$ cat config.mk
export PLATFORM = sky130hd
export DESIGN_NAME = exwb_skid_buffer_flat
export DESIGN_NICKNAME = d
export VERILOG_FILES = /design/src/rtl/exwb_skid_buffer_if.sv /design/src/rtl/exwb_skid_buffer.sv /design/src/flat_wrapper.sv
export SDC_FILE = /design/constraint.sdc
export NUM_CORES = 1
export LEC_CHECK = 0
export ABC_AREA = 1
export BUFFER_PORTS_ARGS = -buffer_cell sky130_fd_sc_hd__buf_4
export CORE_MARGIN = 10
export CORE_UTILIZATION = 56
export CTS_BUF_LIST = sky130_fd_sc_hd__clkbuf_8
export CTS_CLUSTER_SIZE = 10
export DETAILED_ROUTE_END_ITERATION = 12
export PLACE_DENSITY = 0.9
export SYNTH_ARGS = -nofsm -noshare
export SYNTH_HDL_FRONTEND = slang
export SYNTH_SLANG_ARGS = --single-unit
$ cat constraint.sdc
create_clock -name clk -period 7.5 [get_ports clk]
set_input_delay 1.875 -clock clk [delete_from_list [all_inputs] [get_ports clk]]
set_output_delay 1.875 -clock clk [all_outputs]
set_load 0.05 [all_outputs]
$ cat src/rtl/exwb_skid_buffer_if.sv
// EX->WB handshake bundle for exwb_skid_buffer: EX-side entry, WB-side head entry,
// flush, and the forwarding query/response lines.
interface exwb_skid_buffer_if #(
   parameter int DATA_W = 33,
   parameter int RD_W   = 6
);
   logic              flush;
   logic              in_valid;
   logic              in_ready;
   logic              in_ctrl_regwrt;
   logic              in_ctrl_branch;
   logic              in_ctrl_btype;
   logic              in_ctrl_jump;
   logic              in_ctrl_memtoreg;
   logic              in_ctrl_neg;
   logic              in_ctrl_zero;
   logic [DATA_W-1:0] in_memdata;
   logic [DATA_W-1:0] in_aluresult;
   logic [RD_W-1:0]   in_rd;
   logic              out_valid;
   logic              out_ready;
   logic              out_ctrl_regwrt;
   logic              out_ctrl_branch;
   logic              out_ctrl_btype;
   logic              out_ctrl_jump;
   logic              out_ctrl_memtoreg;
   logic              out_ctrl_neg;
   logic              out_ctrl_zero;
   logic [DATA_W-1:0] out_memdata;
   logic [DATA_W-1:0] out_aluresult;
   logic [RD_W-1:0]   out_rd;
   logic [DATA_W-1:0] out_wbdata;
   logic              out_pcsel;
   logic [RD_W-1:0]   fwd_rs;
   logic [RD_W-1:0]   fwd_rt;
   logic              fwd_rs_hit;
   logic              fwd_rt_hit;
   logic [DATA_W-1:0] fwd_data;

   modport slave (
      input  flush, in_valid, in_ctrl_regwrt, in_ctrl_branch, in_ctrl_btype, in_ctrl_jump,
             in_ctrl_memtoreg, in_ctrl_neg, in_ctrl_zero, in_memdata, in_aluresult, in_rd,
             out_ready, fwd_rs, fwd_rt,
      output in_ready, out_valid, out_ctrl_regwrt, out_ctrl_branch, out_ctrl_btype,
             out_ctrl_jump, out_ctrl_memtoreg, out_ctrl_neg, out_ctrl_zero, out_memdata,
             out_aluresult, out_rd, out_wbdata, out_pcsel, fwd_rs_hit, fwd_rt_hit, fwd_data
   );

   modport master (
      output flush, in_valid, in_ctrl_regwrt, in_ctrl_branch, in_ctrl_btype, in_ctrl_jump,
             in_ctrl_memtoreg, in_ctrl_neg, in_ctrl_zero, in_memdata, in_aluresult, in_rd,
             out_ready, fwd_rs, fwd_rt,
      input  in_ready, out_valid, out_ctrl_regwrt, out_ctrl_branch, out_ctrl_btype,
             out_ctrl_jump, out_ctrl_memtoreg, out_ctrl_neg, out_ctrl_zero, out_memdata,
             out_aluresult, out_rd, out_wbdata, out_pcsel, fwd_rs_hit, fwd_rt_hit, fwd_data
   );
endinterface

$ cat src/rtl/exwb_skid_buffer.sv
// Two-entry EX->WB skid buffer (head + skid) with PC-select and WB forwarding.
// Define EXWB_FWD_EN to enable the forwarding comparators; otherwise the fwd outputs tie to 0.
module exwb_skid_buffer #(
   parameter int DATA_W = 33,
   parameter int RD_W   = 6
) (
   input  logic                clk,
   input  logic                rst,
   exwb_skid_buffer_if.slave   bus
);

   typedef struct packed {
      logic              regwrt;
      logic              branch;
      logic              btype;
      logic              jump;
      logic              memtoreg;
      logic              neg;
      logic              zero;
      logic [DATA_W-1:0] memdata;
      logic [DATA_W-1:0] aluresult;
      logic [RD_W-1:0]   rd;
   } entry_t;

   entry_t in_entry;
   entry_t head_p0;
   entry_t skid_p1;
   logic   vld_p0;
   logic   vld_p1;
   logic   accept;
   logic   pop;
   logic   to_skid;

   assign in_entry = '{regwrt: bus.in_ctrl_regwrt, branch: bus.in_ctrl_branch,
                       btype: bus.in_ctrl_btype, jump: bus.in_ctrl_jump,
                       memtoreg: bus.in_ctrl_memtoreg, neg: bus.in_ctrl_neg,
                       zero: bus.in_ctrl_zero, memdata: bus.in_memdata,
                       aluresult: bus.in_aluresult, rd: bus.in_rd};

   assign accept  = bus.in_valid & bus.in_ready;
   assign pop     = vld_p0 & bus.out_ready;
   assign to_skid = accept & vld_p0 & ~pop;

   // Head stage: reset clears data too so out_* read 0 while in reset
   always_ff @(posedge clk or posedge rst) begin
      if (rst) begin
         vld_p0  <= 1'b0;
         vld_p1  <= 1'b0;
         head_p0 <= '0;
      end else if (bus.flush) begin
         vld_p0 <= 1'b0;
         vld_p1 <= 1'b0;
      end else begin
         if (pop && vld_p1) begin
            head_p0 <= skid_p1;
            vld_p1  <= 1'b0;
         end else if (accept && (!vld_p0 || pop)) begin
            head_p0 <= in_entry;
            vld_p0  <= 1'b1;
         end else if (pop) begin
            vld_p0 <= 1'b0;
         end
         if (to_skid)
            vld_p1 <= 1'b1;
      end
   end

   // Skid stage: data only, occupancy is tracked by vld_p1
   always_ff @(posedge clk) begin
      if (to_skid)
         skid_p1 <= in_entry;
   end

   assign bus.in_ready          = ~vld_p1;
   assign bus.out_valid         = vld_p0;
   assign bus.out_ctrl_regwrt   = head_p0.regwrt;
   assign bus.out_ctrl_branch   = head_p0.branch;
   assign bus.out_ctrl_btype    = head_p0.btype;
   assign bus.out_ctrl_jump     = head_p0.jump;
   assign bus.out_ctrl_memtoreg = head_p0.memtoreg;
   assign bus.out_ctrl_neg      = head_p0.neg;
   assign bus.out_ctrl_zero     = head_p0.zero;
   assign bus.out_memdata       = head_p0.memdata;
   assign bus.out_aluresult     = head_p0.aluresult;
   assign bus.out_rd            = head_p0.rd;
   assign bus.out_wbdata        = head_p0.memtoreg ? head_p0.memdata : head_p0.aluresult;
   assign bus.out_pcsel         = vld_p0 & (head_p0.jump |
                                  (head_p0.branch & (head_p0.btype ? head_p0.neg : head_p0.zero)));

`ifdef EXWB_FWD_EN
   logic rd_live;
   assign rd_live        = vld_p0 & head_p0.regwrt & (head_p0.rd != '0);
   assign bus.fwd_rs_hit = rd_live & (head_p0.rd == bus.fwd_rs);
   assign bus.fwd_rt_hit = rd_live & (head_p0.rd == bus.fwd_rt);
   assign bus.fwd_data   = bus.out_wbdata;
`else
   logic unused_fwd;
   assign unused_fwd     = ^{bus.fwd_rs, bus.fwd_rt};
   assign bus.fwd_rs_hit = 1'b0;
   assign bus.fwd_rt_hit = 1'b0;
   assign bus.fwd_data   = '0;
`endif

endmodule
$ cat src/flat_wrapper.sv
// flat-port wrapper written by rule: the top's interface ports become plain ports
module exwb_skid_buffer_flat 
#(
   parameter int DATA_W = 33,
   parameter int RD_W   = 6
)
  (clk, rst, bus_flush, bus_in_valid, bus_in_ctrl_regwrt, bus_in_ctrl_branch, bus_in_ctrl_btype, bus_in_ctrl_jump, bus_in_ctrl_memtoreg, bus_in_ctrl_neg, bus_in_ctrl_zero, bus_in_memdata, bus_in_aluresult, bus_in_rd, bus_out_ready, bus_fwd_rs, bus_fwd_rt, bus_in_ready, bus_out_valid, bus_out_ctrl_regwrt, bus_out_ctrl_branch, bus_out_ctrl_btype, bus_out_ctrl_jump, bus_out_ctrl_memtoreg, bus_out_ctrl_neg, bus_out_ctrl_zero, bus_out_memdata, bus_out_aluresult, bus_out_rd, bus_out_wbdata, bus_out_pcsel, bus_fwd_rs_hit, bus_fwd_rt_hit, bus_fwd_data);
  exwb_skid_buffer_if #(.DATA_W(DATA_W), .RD_W(RD_W)) bus_i ();
  input  logic clk;
  input  logic rst;
  input wire logic [$bits(bus_i.flush)-1:0] bus_flush;
  input wire logic [$bits(bus_i.in_valid)-1:0] bus_in_valid;
  input wire logic [$bits(bus_i.in_ctrl_regwrt)-1:0] bus_in_ctrl_regwrt;
  input wire logic [$bits(bus_i.in_ctrl_branch)-1:0] bus_in_ctrl_branch;
  input wire logic [$bits(bus_i.in_ctrl_btype)-1:0] bus_in_ctrl_btype;
  input wire logic [$bits(bus_i.in_ctrl_jump)-1:0] bus_in_ctrl_jump;
  input wire logic [$bits(bus_i.in_ctrl_memtoreg)-1:0] bus_in_ctrl_memtoreg;
  input wire logic [$bits(bus_i.in_ctrl_neg)-1:0] bus_in_ctrl_neg;
  input wire logic [$bits(bus_i.in_ctrl_zero)-1:0] bus_in_ctrl_zero;
  input wire logic [$bits(bus_i.in_memdata)-1:0] bus_in_memdata;
  input wire logic [$bits(bus_i.in_aluresult)-1:0] bus_in_aluresult;
  input wire logic [$bits(bus_i.in_rd)-1:0] bus_in_rd;
  input wire logic [$bits(bus_i.out_ready)-1:0] bus_out_ready;
  input wire logic [$bits(bus_i.fwd_rs)-1:0] bus_fwd_rs;
  input wire logic [$bits(bus_i.fwd_rt)-1:0] bus_fwd_rt;
  output wire logic [$bits(bus_i.in_ready)-1:0] bus_in_ready;
  output wire logic [$bits(bus_i.out_valid)-1:0] bus_out_valid;
  output wire logic [$bits(bus_i.out_ctrl_regwrt)-1:0] bus_out_ctrl_regwrt;
  output wire logic [$bits(bus_i.out_ctrl_branch)-1:0] bus_out_ctrl_branch;
  output wire logic [$bits(bus_i.out_ctrl_btype)-1:0] bus_out_ctrl_btype;
  output wire logic [$bits(bus_i.out_ctrl_jump)-1:0] bus_out_ctrl_jump;
  output wire logic [$bits(bus_i.out_ctrl_memtoreg)-1:0] bus_out_ctrl_memtoreg;
  output wire logic [$bits(bus_i.out_ctrl_neg)-1:0] bus_out_ctrl_neg;
  output wire logic [$bits(bus_i.out_ctrl_zero)-1:0] bus_out_ctrl_zero;
  output wire logic [$bits(bus_i.out_memdata)-1:0] bus_out_memdata;
  output wire logic [$bits(bus_i.out_aluresult)-1:0] bus_out_aluresult;
  output wire logic [$bits(bus_i.out_rd)-1:0] bus_out_rd;
  output wire logic [$bits(bus_i.out_wbdata)-1:0] bus_out_wbdata;
  output wire logic [$bits(bus_i.out_pcsel)-1:0] bus_out_pcsel;
  output wire logic [$bits(bus_i.fwd_rs_hit)-1:0] bus_fwd_rs_hit;
  output wire logic [$bits(bus_i.fwd_rt_hit)-1:0] bus_fwd_rt_hit;
  output wire logic [$bits(bus_i.fwd_data)-1:0] bus_fwd_data;
  assign bus_i.flush = bus_flush;
  assign bus_i.in_valid = bus_in_valid;
  assign bus_i.in_ctrl_regwrt = bus_in_ctrl_regwrt;
  assign bus_i.in_ctrl_branch = bus_in_ctrl_branch;
  assign bus_i.in_ctrl_btype = bus_in_ctrl_btype;
  assign bus_i.in_ctrl_jump = bus_in_ctrl_jump;
  assign bus_i.in_ctrl_memtoreg = bus_in_ctrl_memtoreg;
  assign bus_i.in_ctrl_neg = bus_in_ctrl_neg;
  assign bus_i.in_ctrl_zero = bus_in_ctrl_zero;
  assign bus_i.in_memdata = bus_in_memdata;
  assign bus_i.in_aluresult = bus_in_aluresult;
  assign bus_i.in_rd = bus_in_rd;
  assign bus_i.out_ready = bus_out_ready;
  assign bus_i.fwd_rs = bus_fwd_rs;
  assign bus_i.fwd_rt = bus_fwd_rt;
  assign bus_in_ready = bus_i.in_ready;
  assign bus_out_valid = bus_i.out_valid;
  assign bus_out_ctrl_regwrt = bus_i.out_ctrl_regwrt;
  assign bus_out_ctrl_branch = bus_i.out_ctrl_branch;
  assign bus_out_ctrl_btype = bus_i.out_ctrl_btype;
  assign bus_out_ctrl_jump = bus_i.out_ctrl_jump;
  assign bus_out_ctrl_memtoreg = bus_i.out_ctrl_memtoreg;
  assign bus_out_ctrl_neg = bus_i.out_ctrl_neg;
  assign bus_out_ctrl_zero = bus_i.out_ctrl_zero;
  assign bus_out_memdata = bus_i.out_memdata;
  assign bus_out_aluresult = bus_i.out_aluresult;
  assign bus_out_rd = bus_i.out_rd;
  assign bus_out_wbdata = bus_i.out_wbdata;
  assign bus_out_pcsel = bus_i.out_pcsel;
  assign bus_fwd_rs_hit = bus_i.fwd_rs_hit;
  assign bus_fwd_rt_hit = bus_i.fwd_rt_hit;
  assign bus_fwd_data = bus_i.fwd_data;
  exwb_skid_buffer #(.DATA_W(DATA_W), .RD_W(RD_W)) u_core (.clk(clk), .rst(rst), .bus(bus_i));
endmodule
==> summary.md, run 1 <==
| Metric | Value |
|---|---|
| Area growth, synth to finish | `25.8%` |
| Count of hold buffers inserted by post-cts repair | `0` |
| Design Power | `2.73 mW` |
| Maximum net fanout on the critical path | `81` |
| Max Clock Skew | `11.6 ps` |
| Horizontal die dimension | `134 um` |
| Count of unique library cells instantiated by Yosys | `20` |
| Die area | `between 15000 and 20000 um2` |
| Portion of the clock cycle consumed by the worst path in the final layout | `0.585` |
| Worst-Skew Late Latency | `450 ps` |
| Number of cells in the design after placement | `1102` |
| TritonCTS clock tree | `yes` |
| Power per unit of standard cell area | `around 300 nW/um2` |
| Maximum number of pins on one net before global-route repair | `82` |
| Antenna cell count | `0` |
| DRC viols | `0` |
| Cell accounting for the most synthesized area | `sky130_fd_sc_hd__edfxtp_1` |
| Ratio of cells with drive above 1 in the final layout | `0.283` |
| Synthesis warning total | `0` |
| Placeable Area | `12600 um2` |
| Leftover overflow at the end of global routing | `0` |
| Slowest stage cell, crit path | `sky130_fd_sc_hd__nand2_2` |
| Class of the most critical hold timing path | `reg -> reg` |
| Top-area cell type share of the netlist area | `0.328` |
| Worst Reg-to-Reg Cells | `6` |
| Drt first pass iters | `6` |
| Detailed placer's ending HPWL | `12600 um` |
| Number of hold-slack violations in the final timing report | `0` |
| Fraction of power consumed by combinational cells | `0.349` |
| Pint | `about 1.7 mW` |
| Post-CTS setup buffers | `0` |
| Number of nets in the finished design | `1045` |
| Clock transition at the register clock pins on the worst setup and hold paths after CTS | `~80 ps` |
| List of cells traversed by the critical path | `buf_4, inv_1, nor2_1, nand3_4, nand2_2, buf_4, nand2_1, nand2_1` |
| Kind of critical path | `in -> reg` |
| Number of H-tree levels | `4` |
| Portion of the post-synthesis area used by sequential elements | `0.608` |
| Clock power frac | `0.249` |
| Part of the power in registers | `0.402` |
| Static power due to leakage | `4.60 nW` |
| Endpoint kind of the worst setup timing path | `flip-flop` |
| Routed wirelength normalized by instance count | `17.3 um` |
| Startpoint type of the worst setup path | `input pin` |
| Endpoint of the most critical setup path | `u_core.bus.out_memdata[27]` |
| FF-to-FF setup slack | `just over 4000 ps` |
| Crit. Startpoint | `bus_in_valid` |
| Worst Max-Slew Pin Slew | `between 1000 and 1500 ps` |
| Setup-violating endpoint count in the final report | `0` |
| Outcome | `completed` |
| Input/output buffers | `slightly below 200` |
| Number of CTS-inserted buffers | `17` |
| Fmax | `0.228 GHz` |
| Deepest clock path buffer count | `2` |
| Flip-flop and latch count after synthesis | `160` |
| Setup TNS | `0 ps` |
| CTS Sinks | `160` |
| Gate count after technology mapping | `between 700 and 800` |
| Post-synthesis instance area | `7230 um2` |
| Post-DR vias/cell | `5.16` |
| Post-DRT Antenna Nets | `0` |
| Starting density of the core | `0.573` |
| Number of antenna violations at the first check in global routing | `0` |
| Final wirelength | `19600 um` |
| Number of global-route vias before repair | `5962` |
| Mean Syn Cell Area | `9.37 um2` |
| Number of placement rows | `41` |
| Slew Viols, Final | `0` |
| Overall global routing resource usage | `0.217` |
| CTS root buf | `sky130_fd_sc_hd__clkbuf_8` |
| Maximum vdd ir drop | `0.000175 V` |
| Setup repair after global routing missed its margin | `no` |
| Top cells by count, synth | `sky130_fd_sc_hd__nand2_1, sky130_fd_sc_hd__nand3_1, sky130_fd_sc_hd__dfrtp_1` |
| Worst endpoint required time | `7880 ps` |
| Switching share of total power | `0.385` |
| Headroom to the max-slew limit | `0.283` |
| Reg2Reg Launch Point | `u_core.vld_p1` |
| Filler Cell Count | `approximately 940` |
| Number of violations reported at the end of detailed-routing iteration 0 | `around 580` |
| GPL Wtd Cong | `0.781` |
| Via count | `5849` |
| Share of async-settable or async-resettable flops after synthesis | `0.506` |
| Non-filler instance count after layout | `1134` |
| Most frequent cell after synthesis | `sky130_fd_sc_hd__nand2_1` |
| Global-route wire length before repair | `31200 um` |
| Endpoint arrival time on the critical path | `roughly 4800 ps` |
| Vert. Die Dim | `134 um` |
| Min Tclk post-route | `~4400 ps` |
| Number of synthesized flops with an enable pin | `79` |
| Top cells by area, synth | `sky130_fd_sc_hd__edfxtp_1, sky130_fd_sc_hd__dfrtp_1, sky130_fd_sc_hd__nand2_1` |
| Switching pwr | `1.05 mW` |
| Number of maximum-capacitance violations | `0` |
| Synth Flop Type | `sky130_fd_sc_hd__dfrtp_1` |
| Quantity of gates resized following cts | `0` |
| Slowest stage delay, CP | `between 900 and 1000 ps` |
| R2r endpoint | `u_core.bus.out_memdata[27]` |
| IO Count | `246` |
## cell type report
type,instances,area [um2],area share
sequential,160,4400,0.484
clock inverter,12,155,0.0171
clock buffer,20,275,0.0303
tap,172,215,0.0237
inverter,8,32.5,0.00358
multi-input combinational,559,2500,0.274
timing repair buffer,203,1520,0.167
## worst min path at each step
stage / start / to / slack, ps / cells past startpoint
2_1_floorplan: u_core.skid_p1[6] / u_core.bus.out_aluresult[0] / 500 / 4
3_3_place_gp: u_core.bus.out_rd[1] / u_core.bus.out_rd[1] / 500 / 2
3_5_place_dp: u_core.bus.out_rd[5] / u_core.bus.out_rd[5] / 500 / 2
4_1_cts: u_core.bus.out_rd[5] / u_core.bus.out_rd[5] / 520 / 2
5_1_grt: u_core.bus.out_rd[5] / u_core.bus.out_rd[5] / 530 / 2
6_report: u_core.bus.out_rd[0] / u_core.bus.out_rd[0] / 530 / 2
## critical path, delay by kind of cell
| family | cells | cell delay, ps |
|---|---|---|
| and+or+nand+nor | 5 | 2150 |
| buffers and inverters | 3 | 700 |
## per-layer routing
metal  vias to the layer above  global-route usage  routed length, um
met2                       237               0.358              10000
met5                         -                   0                  0
met1                      2799               0.250               7560
met4                         0              0.0955                386
li1                       2787                   -                  -
met3                        26              0.0759               1630
## stage by stage
stage	hold slack [ps]	instance area, um2	util	setup slack [ps]
2_1_floorplan	504	7360	-	3410
3_3_place_gp	495	8670	0.687	2720
3_5_place_dp	500	8670	0.687	2710
4_1_cts	520	9100	0.721	3140
5_1_grt	534	9100	0.721	2870
6_report	531	9100	0.721	3110
## state kept, by name, indices dropped and copies added, names as in the netlist
signal and flops:
u_core.bus.out_aluresult 33, u_core.bus.out_ctrl_branch 1, u_core.bus.out_ctrl_btype 1, u_core.bus.out_ctrl_jump 1
u_core.bus.out_ctrl_memtoreg 1, u_core.bus.out_ctrl_neg 1, u_core.bus.out_ctrl_regwrt 1, u_core.bus.out_ctrl_zero 1
u_core.bus.out_memdata 33, u_core.bus.out_rd 6, u_core.bus.out_valid 1, u_core.skid_p1 79
u_core.vld_p1 1
## cell usage in the layout, fill, tap and decap left out, drive strengths merged
master and n:
mux2 33, o211ai 1, a21boi 1, buf 203, conb 35, nand2 403, a21oi 1, nand3 82
nor2 2, o21ai 1, bufinv 4, clkinvlp 1, clkinv 3, inv 12, dfrtp 81, clkbuf 20
edfxtp 79
## power groups by stage
stage | logic, mW | registers, mW | clock network (mW)
2_1_floorplan | 0.418 | 1.36 | 0
3_3_place_gp | 0.942 | 1.11 | 0
3_5_place_dp | 0.958 | 1.11 | 0
4_1_cts | 0.961 | 1.10 | 0.689
5_1_grt | 1.00 | 1.11 | 0.723
6_report | 0.953 | 1.10 | 0.679
## logic make-up (layout without fill, tap and decap cells)
kind of cell	Yosys count	count (layout)	share of synthesized area
buffers and inverters	87	243	0.0680
and+or+nand+nor	487	487	0.269
muxes	33	33	0.0514
other	1	35	0.000518
AOI/OAI and AO/OA	4	4	0.00346
DFF	160	160	0.608
Note: power is estimated with default switching activity, not from simulation.
==> run 2: changes to the inputs <==
--- a/config.mk
+++ b/config.mk
@@ -8,11 +8,11 @@
 export ABC_AREA = 1
 export BUFFER_PORTS_ARGS = -buffer_cell sky130_fd_sc_hd__buf_4
 export CORE_MARGIN = 10
-export CORE_UTILIZATION = 56
+export CORE_UTILIZATION = 52
 export CTS_BUF_LIST = sky130_fd_sc_hd__clkbuf_8
 export CTS_CLUSTER_SIZE = 10
 export DETAILED_ROUTE_END_ITERATION = 12
-export PLACE_DENSITY = 0.9
+export PLACE_DENSITY = 0.84
 export SYNTH_ARGS = -nofsm -noshare
 export SYNTH_HDL_FRONTEND = slang
 export SYNTH_SLANG_ARGS = --single-unit
==> constraint.sdc (replaced) <==
create_clock -name clk -period 4.6 [get_ports clk]
set_input_delay 1.15 -clock clk [delete_from_list [all_inputs] [get_ports clk]]
set_output_delay 1.15 -clock clk [all_outputs]
set_load 0.05 [all_outputs]
==> summary.md, run 2 (synthesized netlist as in run 1, its figures left out) <==
| Metric | Value |
|---|---|
| Min Tclk post-route | `3200 ps` |
| Headroom to the max-slew limit | `0.350 (was 0.283)` |
| Number of nets in the finished design | `1048 (was 1045)` |
| Global-route wire length before repair | `29900 um (was 31200 um)` |
| Input/output buffers | `198 (unchanged)` |
| Post-DRT Antenna Nets | `0 (unchanged)` |
| Filler Cell Count | `1140 (was 944)` |
| GRT busiest layer | `met2 (unchanged)` |
| Post-CTS setup buffers | `0 (unchanged)` |
| Endpoint kind of the worst setup timing path | `output port (was flip-flop)` |
| Setup-violating endpoint count in the final report | `0 (unchanged)` |
| Via count | `5722 (was 5849)` |
| Count of hold buffers inserted by post-cts repair | `0 (unchanged)` |
| Finished layout cell area | `9150 um2 (was 9100 um2)` |
| Worst-Skew Late Latency | `450 ps (about the same)` |
| Worst Max-Slew Pin Slew | `975 ps (was 1080 ps)` |
| DRC viols | `0 (unchanged)` |
| Final worst-path setup slack | `1400 ps (was 3110 ps)` |
| Overall global routing resource usage | `0.200 (was 0.217)` |
| Number of antenna violations at the first check in global routing | `0 (unchanged)` |
| Worst hold slack across all endpoints | `520 ps (was 531 ps)` |
| Worst endpoint required time | `3450 ps (was 7880 ps)` |
| Placeable Area | `13800 um2 (was 12600 um2)` |
| TritonCTS clock tree | `yes (unchanged)` |
| Die area | `19000 um2 (was 17900 um2)` |
| Detailed placer's ending HPWL | `12700 um (was 12600 um)` |
| Final wirelength | `19500 um (was 19600 um)` |
| Kind of critical path | `reg -> out (was in -> reg)` |
| Ratio of cells with drive above 1 in the final layout | `0.286 (was 0.283)` |
| CTS Sinks | `160 (unchanged)` |
| IO Count | `246 (unchanged)` |
| Share of the core filled with cells in the final layout | `0.664 (was 0.721)` |
| Drt first pass iters | `5 (was 6)` |
| Register bank with the most flops | `u_core.skid_p1 (unchanged)` |
| Number of H-tree levels | `4 (unchanged)` |
| Global routing usage on met1 | `0.238 (was 0.250)` |
| Outcome | `completed (unchanged)` |
| Class of the most critical hold timing path | `reg -> reg (unchanged)` |
| Number of violations reported at the end of detailed-routing iteration 0 | `468 (was 578)` |
| Setup TNS | `0 ps (unchanged)` |
| Worst setup slack after placement | `1660 ps (was 2710 ps)` |
| GPL Wtd Cong | `0.815 (was 0.781)` |
| Commonest cells after routing, fill and taps aside | `sky130_fd_sc_hd__nand2_1, sky130_fd_sc_hd__buf_4, sky130_fd_sc_hd__nand3_1, sky130_fd_sc_hd__dfrtp_1, sky130_fd_sc_hd__edfxtp_1 (unchanged)` |
| Slew Viols, Final | `0 (unchanged)` |
| Design Power | `4.48 mW (was 2.73 mW)` |
| Met3 routing resource usage after global routing | `0.0612 (was 0.0759)` |
| Post-DR vias/cell | `5.00 (was 5.16)` |
| Max Clock Skew | `9.65 ps (was 11.6 ps)` |
| Slowest stage delay, CP | `970 ps (was 940 ps)` |
| Endpoint arrival time on the critical path | `2050 ps (was 4770 ps)` |
| Number of global-route vias before repair | `5746 (was 5962)` |
| Slowest stage cell, crit path | `sky130_fd_sc_hd__dfrtp_2 (was sky130_fd_sc_hd__nand2_2)` |
| Post-detailed-placement cell area | `8710 um2 (was 8670 um2)` |
| Max reg flops | `79 (unchanged)` |
| Routed wirelength normalized by instance count | `17.0 um (was 17.3 um)` |
| Maximum number of pins on one net before global-route repair | `81 (was 82)` |
| Clock transition at the register clock pins on the worst setup and hold paths after CTS | `80 ps (about the same)` |
| Number of CTS-inserted buffers | `17 (unchanged)` |
| Met2 routing resource usage after global routing | `0.333 (was 0.358)` |
| List of cells traversed by the critical path | `mux2_2, buf_4 (was buf_4, inv_1, nor2_1, nand3_4, nand2_2, buf_4, nand2_1, nand2_1)` |
| Horizontal die dimension | `138 um (was 134 um)` |
| Vert. Die Dim | `138 um (was 134 um)` |
| Most common cell after layout, fill and taps aside | `sky130_fd_sc_hd__nand2_1 (unchanged)` |
| CTS root buf | `sky130_fd_sc_hd__clkbuf_8 (unchanged)` |
| Number of cells in the design after placement | `1113 (was 1102)` |
| Power per unit of standard cell area | `489 nW/um2 (was 300 nW/um2)` |
| Starting density of the core | `0.525 (was 0.573)` |
| Number of placement rows | `43 (was 41)` |
| Maximum net fanout on the critical path | `35 (was 81)` |
| Setup repair after global routing missed its margin | `no (unchanged)` |
| Quantity of gates resized following cts | `0 (unchanged)` |
| Number of maximum-capacitance violations | `0 (unchanged)` |
| Static power due to leakage | `4.61 nW (was 4.60 nW)` |
| Fmax | `around 0.31 GHz` |
| Antenna cell count | `0 (unchanged)` |
| Non-filler instance count after layout | `1145 (was 1134)` |
| Area growth, synth to finish | `26.5% (was 25.8%)` |
| Maximum vdd ir drop | `0.000334 V (was 0.000175 V)` |
| Number of hold-slack violations in the final timing report | `0 (unchanged)` |
| Leftover overflow at the end of global routing | `0 (unchanged)` |
| Startpoint type of the worst setup path | `flip-flop (was input pin)` |
| Portion of the clock cycle consumed by the worst path in the final layout | `0.696` |
| Deepest clock path buffer count | `2 (unchanged)` |
==> run 2: final timing paths <==
kind / start / endpoint / slack, ps / cells after the start
max: u_core.bus.out_ctrl_memtoreg / bus_out_wbdata[15] / 1400 / 2
min in group asynchronous: rst / u_core.bus.out_memdata[15] / 850 / 2
max reg2reg: u_core.bus.out_valid / u_core.bus.out_aluresult[17] / 2400 / 7
min reg2reg: u_core.bus.out_rd[4] / u_core.bus.out_rd[4] / 520 / 2
min: u_core.bus.out_rd[4] / u_core.bus.out_rd[4] / 520 / 2
max in group asynchronous: rst / u_core.bus.out_ctrl_memtoreg / 2980 / 3
==> run 2: area by class of cell <==
type / instances / area (um2) / area share
Timing Repair Buffer: 206 / 1560 / 0.170
Tap cell: 180 / 225 / 0.0246
Clock inverter: 15 / 203 / 0.0222
Clock buffer: 17 / 234 / 0.0256
Inverter: 8 / 32.5 / 0.00356
Sequential cell: 160 / 4400 / 0.481
Multi-Input combinational cell: 559 / 2500 / 0.273
==> run 2: critical path, delay by kind of cell, from the launching register on <==
| family | cells | cell delay [ps] |
|---|---|---|
| buffers and inverters | 1 | 190 |
| DFF | 1 | 970 |
| muxes | 1 | 430 |
==> run 2: per-layer routing <==
metal | vias to the layer above | wire length, um
li1 | 2790 | -
met1 | 2687 | 7550
met2 | 218 | 9860
met3 | 27 | 1620
met4 | 0 | 459
met5 | - | 0
==> run 2: where the power goes <==
| part | internal (mW) | total [mW] | switching, mW |
|---|---|---|---|
| registers | 1.65 | 1.79 | 0.144 |
| logic | 0.467 | 1.55 | 1.08 |
| clock network | 0.635 | 1.13 | 0.497 |
==> run 3: changes to the inputs <==
--- a/config.mk
+++ b/config.mk
@@ -5,14 +5,14 @@
 export SDC_FILE = /design/constraint.sdc
 export NUM_CORES = 1
 export LEC_CHECK = 0
-export ABC_AREA = 1
+export ABC_AREA = 0
 export BUFFER_PORTS_ARGS = -buffer_cell sky130_fd_sc_hd__buf_4
 export CORE_MARGIN = 10
 export CORE_UTILIZATION = 52
 export CTS_BUF_LIST = sky130_fd_sc_hd__clkbuf_8
 export CTS_CLUSTER_SIZE = 10
 export DETAILED_ROUTE_END_ITERATION = 12
-export PLACE_DENSITY = 0.84
+export PLACE_DENSITY = 0.85
 export SYNTH_ARGS = -nofsm -noshare
 export SYNTH_HDL_FRONTEND = slang
 export SYNTH_SLANG_ARGS = --single-unit
==> constraint.sdc (replaced) <==
create_clock -name clk -period 3.1 [get_ports clk]
set_input_delay 0.775 -clock clk [delete_from_list [all_inputs] [get_ports clk]]
set_output_delay 0.775 -clock clk [all_outputs]
set_load 0.05 [all_outputs]
==> summary.md, run 3 <==
| Metric | Value |
|---|---|
| Worst hold slack across all endpoints | `382 ps (was 520 ps)` |
| Maximum net fanout on the critical path | `27 (was 35)` |
| R2r endpoint | `u_core.bus.out_aluresult[31] (was u_core.bus.out_aluresult[17])` |
| Kind of critical path | `reg -> out (unchanged)` |
| Mean Syn Cell Area | `16.6 um2 (was 9.37 um2)` |
| CTS Sinks | `160 (unchanged)` |
| Class of the most critical hold timing path | `in -> async (was reg -> reg)` |
| Count of unique library cells instantiated by Yosys | `21 (was 20)` |
| Deepest clock path buffer count | `2 (unchanged)` |
| Ratio of cells with drive above 1 in the final layout | `0.672 (was 0.286)` |
| Number of global-route vias before repair | `4732 (was 5746)` |
| Number of synthesized flops with an enable pin | `79 (unchanged)` |
| Final wirelength | `16600 um (was 19500 um)` |
| Synthesis warning total | `0 (unchanged)` |
| Area growth, synth to finish | `29.0% (was 26.5%)` |
| Maximum vdd ir drop | `0.000612 V (was 0.000334 V)` |
| Via count | `4195 (was 5722)` |
| Finished layout cell area | `9090 um2 (was 9150 um2)` |
| GPL Wtd Cong | `0.748 (was 0.815)` |
| Static power due to leakage | `3.83 nW (was 4.61 nW)` |
| List of cells traversed by the critical path | `buf_12, mux2_2, buf_4 (was mux2_2, buf_4)` |
| Placeable Area | `13200 um2 (was 13800 um2)` |
| Starting density of the core | `0.532 (was 0.525)` |
| Horizontal die dimension | `136 um (was 138 um)` |
| IO Count | `246 (unchanged)` |
| Maximum number of pins on one net before global-route repair | `62 (was 81)` |
| Endpoint arrival time on the critical path | `1780 ps (was 2050 ps)` |
| Overall global routing resource usage | `0.180 (was 0.200)` |
| Startpoint type of the worst setup path | `flip-flop (unchanged)` |
| Top cells by area, synth | `sky130_fd_sc_hd__edfxtp_1, sky130_fd_sc_hd__mux2_2, sky130_fd_sc_hd__dfrtp_1 (was sky130_fd_sc_hd__edfxtp_1, sky130_fd_sc_hd__dfrtp_1, sky130_fd_sc_hd__nand2_1)` |
| Number of nets in the finished design | `724 (was 1048)` |
| Top delay family on crit path | `flip-flops (unchanged)` |
| Gate count after technology mapping | `425 (was 772)` |
| Number of cells in the design after placement | `785 (was 1113)` |
| Most common cell after layout, fill and taps aside | `sky130_fd_sc_hd__buf_4 (was sky130_fd_sc_hd__nand2_1)` |
| Filler Cell Count | `950 (was 1140)` |
| Post-detailed-placement cell area | `8660 um2 (was 8710 um2)` |
| FF-to-FF setup slack | `970 ps (was 2400 ps)` |
| Vert. Die Dim | `136 um (was 138 um)` |
| Commonest cells after routing, fill and taps aside | `sky130_fd_sc_hd__buf_4, sky130_fd_sc_hd__mux2_2, sky130_fd_sc_hd__dfrtp_1, sky130_fd_sc_hd__edfxtp_1, sky130_fd_sc_hd__conb_1 (was sky130_fd_sc_hd__nand2_1, sky130_fd_sc_hd__buf_4, sky130_fd_sc_hd__nand3_1, sky130_fd_sc_hd__dfrtp_1, sky130_fd_sc_hd__edfxtp_1)` |
| Endpoint kind of the worst setup timing path | `output port (unchanged)` |
| Post-synthesis instance area | `7050 um2 (was 7230 um2)` |
| Routed wirelength normalized by instance count | `20.3 um (was 17.0 um)` |
| Top-area cell type share of the netlist area | `0.337 (was 0.328)` |
| Top cells by count, synth | `sky130_fd_sc_hd__mux2_2, sky130_fd_sc_hd__dfrtp_1, sky130_fd_sc_hd__edfxtp_1 (was sky130_fd_sc_hd__nand2_1, sky130_fd_sc_hd__nand3_1, sky130_fd_sc_hd__dfrtp_1)` |
| Fmax | `0.392 GHz` |
| Post-DR vias/cell | `5.14 (was 5.00)` |
| Share of async-settable or async-resettable flops after synthesis | `0.506 (unchanged)` |
| Outcome | `completed (unchanged)` |
| Setup-violating endpoint count in the final report | `0 (unchanged)` |
| Post-DRT Antenna Nets | `0 (unchanged)` |
| Number of CTS-inserted buffers | `17 (unchanged)` |
| Flip-flop and latch count after synthesis | `160 (unchanged)` |
| Number of hold-slack violations in the final timing report | `0 (unchanged)` |
| Die area | `18600 um2 (was 19000 um2)` |
| Number of violations reported at the end of detailed-routing iteration 0 | `178 (was 468)` |
| Design Power | `7.41 mW (was 4.48 mW)` |
| Antenna cell count | `0 (unchanged)` |
| Number of H-tree levels | `4 (unchanged)` |
| Worst endpoint required time | `2320 ps (was 3450 ps)` |
| Slew Viols, Final | `0 (unchanged)` |
| Input/output buffers | `198 (unchanged)` |
| Slowest stage delay, CP | `530 ps (was 970 ps)` |
| Global-route wire length before repair | `26000 um (was 29900 um)` |
| Cell accounting for the most synthesized area | `sky130_fd_sc_hd__edfxtp_1 (unchanged)` |
| FF/Latch Area | `4400 um2 (about the same)` |
| Max reg flops | `79 (unchanged)` |
| DRC viols | `0 (unchanged)` |
| Setup repair after global routing missed its margin | `no (unchanged)` |
| Leftover overflow at the end of global routing | `0 (unchanged)` |
| Clock transition at the register clock pins on the worst setup and hold paths after CTS | `80 ps (about the same)` |
| Worst-Skew Late Latency | `440 ps (was 450 ps)` |
| Count of hold buffers inserted by post-cts repair | `0 (unchanged)` |
| Worst Reg-to-Reg Cells | `4 (was 7)` |
| Number of maximum-capacitance violations | `0 (unchanged)` |
| Drt first pass iters | `4 (was 5)` |
| Min Tclk post-route | `approximately 2600 ps` |
| Synth Flop Type | `sky130_fd_sc_hd__dfrtp_1 (unchanged)` |
| Non-filler instance count after layout | `816 (was 1145)` |
| CTS root buf | `sky130_fd_sc_hd__clkbuf_8 (unchanged)` |
| Post-CTS setup buffers | `0 (unchanged)` |
| TritonCTS clock tree | `yes (unchanged)` |
| Portion of the post-synthesis area used by sequential elements | `0.624 (was 0.608)` |
| Portion of the clock cycle consumed by the worst path in the final layout | `0.823` |
| Reg2Reg Launch Point | `u_core.vld_p1 (was u_core.bus.out_valid)` |
| Area taken by multi-input logic gates | `2420 um2 (was 2500 um2)` |
| Quantity of gates resized following cts | `0 (unchanged)` |
| Worst Max-Slew Pin Slew | `589 ps (was 975 ps)` |
| Register bank with the most flops | `u_core.skid_p1 (unchanged)` |
| Most frequent cell after synthesis | `sky130_fd_sc_hd__mux2_2 (was sky130_fd_sc_hd__nand2_1)` |
| Number of antenna violations at the first check in global routing | `0 (unchanged)` |
| Number of placement rows | `42 (was 43)` |
| Headroom to the max-slew limit | `0.607 (was 0.350)` |
| Detailed placer's ending HPWL | `12000 um (was 12700 um)` |
| Slowest stage cell, crit path | `sky130_fd_sc_hd__dfrtp_2 (unchanged)` |
| Max Clock Skew | `9.91 ps (was 9.65 ps)` |
| CP bufs+invs | `2 (was 1)` |
| Power per unit of standard cell area | `815 nW/um2 (was 489 nW/um2)` |
run 3: changes by cell type in the layout (fill, tap and decap cells not counted), moves of 4 or more:
| cell | delta |
|---|---|
| sky130_fd_sc_hd__buf_12 | +4 |
| sky130_fd_sc_hd__mux2_1 | +6 |
| sky130_fd_sc_hd__buf_4 | -4 |
| sky130_fd_sc_hd__nand2_1 | -400 |
| sky130_fd_sc_hd__nand3_1 | -80 |
| sky130_fd_sc_hd__mux2_2 | +153 |
| sky130_fd_sc_hd__inv_1 | -7 |
run 3: cell families after synthesis:
logic type	after synthesis	share of synthesized area
simple gates	7	0.00586
other cells	1	0.000532
flops	160	0.624
buf+inv	59	0.0559
compound gates	6	0.00675
mux	192	0.307
run 3: where the power goes:
| group | internal, mW | switching [mW] |
|---|---|---|
| sequential | 2.51 | 0.224 |
| clock | 0.907 | 0.725 |
| combinational | 1.00 | 2.04 |
run 3: through the flow:
stage | setup slack [ps] | setup TNS, ps | utilization
2_1_floorplan | -187 | -14750 | -
3_3_place_gp | 740 | 0 | 0.654
3_5_place_dp | 706 | 0 | 0.654
4_1_cts | 515 | 0 | 0.687
5_1_grt | 479 | 0 | 0.687
6_report | 549 | 0 | 0.687
run 3: worst max-delay path by stage:
stage | endpoint | slack, ps | from | cells after the start
floorplan | u_core.skid_p1[0] | -190 | bus_in_valid | 2
global placement | u_core.bus.out_memdata[28] | 740 | bus_out_ready | 5
detailed placement | u_core.bus.out_memdata[30] | 710 | bus_out_ready | 5
CTS | bus_out_wbdata[6] | 510 | u_core.bus.out_ctrl_memtoreg | 3
global route | bus_out_wbdata[19] | 480 | u_core.bus.out_ctrl_memtoreg | 3
finish | bus_out_wbdata[6] | 550 | u_core.bus.out_ctrl_memtoreg | 3
run 3: final cells by class:
type | count | area share
clock buffer | 19 | 0.0288
clock inverter | 12 | 0.0182
inverter | 3 | 0.00179
multi-input combinational | 240 | 0.266
sequential | 160 | 0.484
tap | 176 | 0.0242
timing repair buffer | 206 | 0.177
run 3: metal layers:
| layer | vias up | track usage | share of wire | wire length, um |
|---|---|---|---|---|
| li1 | 1900 | - | - | - |
| met5 | - | 0 | 0 | 0 |
| met2 | 158 | 0.302 | 0.51 | 8390 |
| met4 | 0 | 0.0686 | 0.020 | 326 |
| met3 | 24 | 0.0694 | 0.081 | 1350 |
| met1 | 2113 | 0.203 | 0.39 | 6520 |
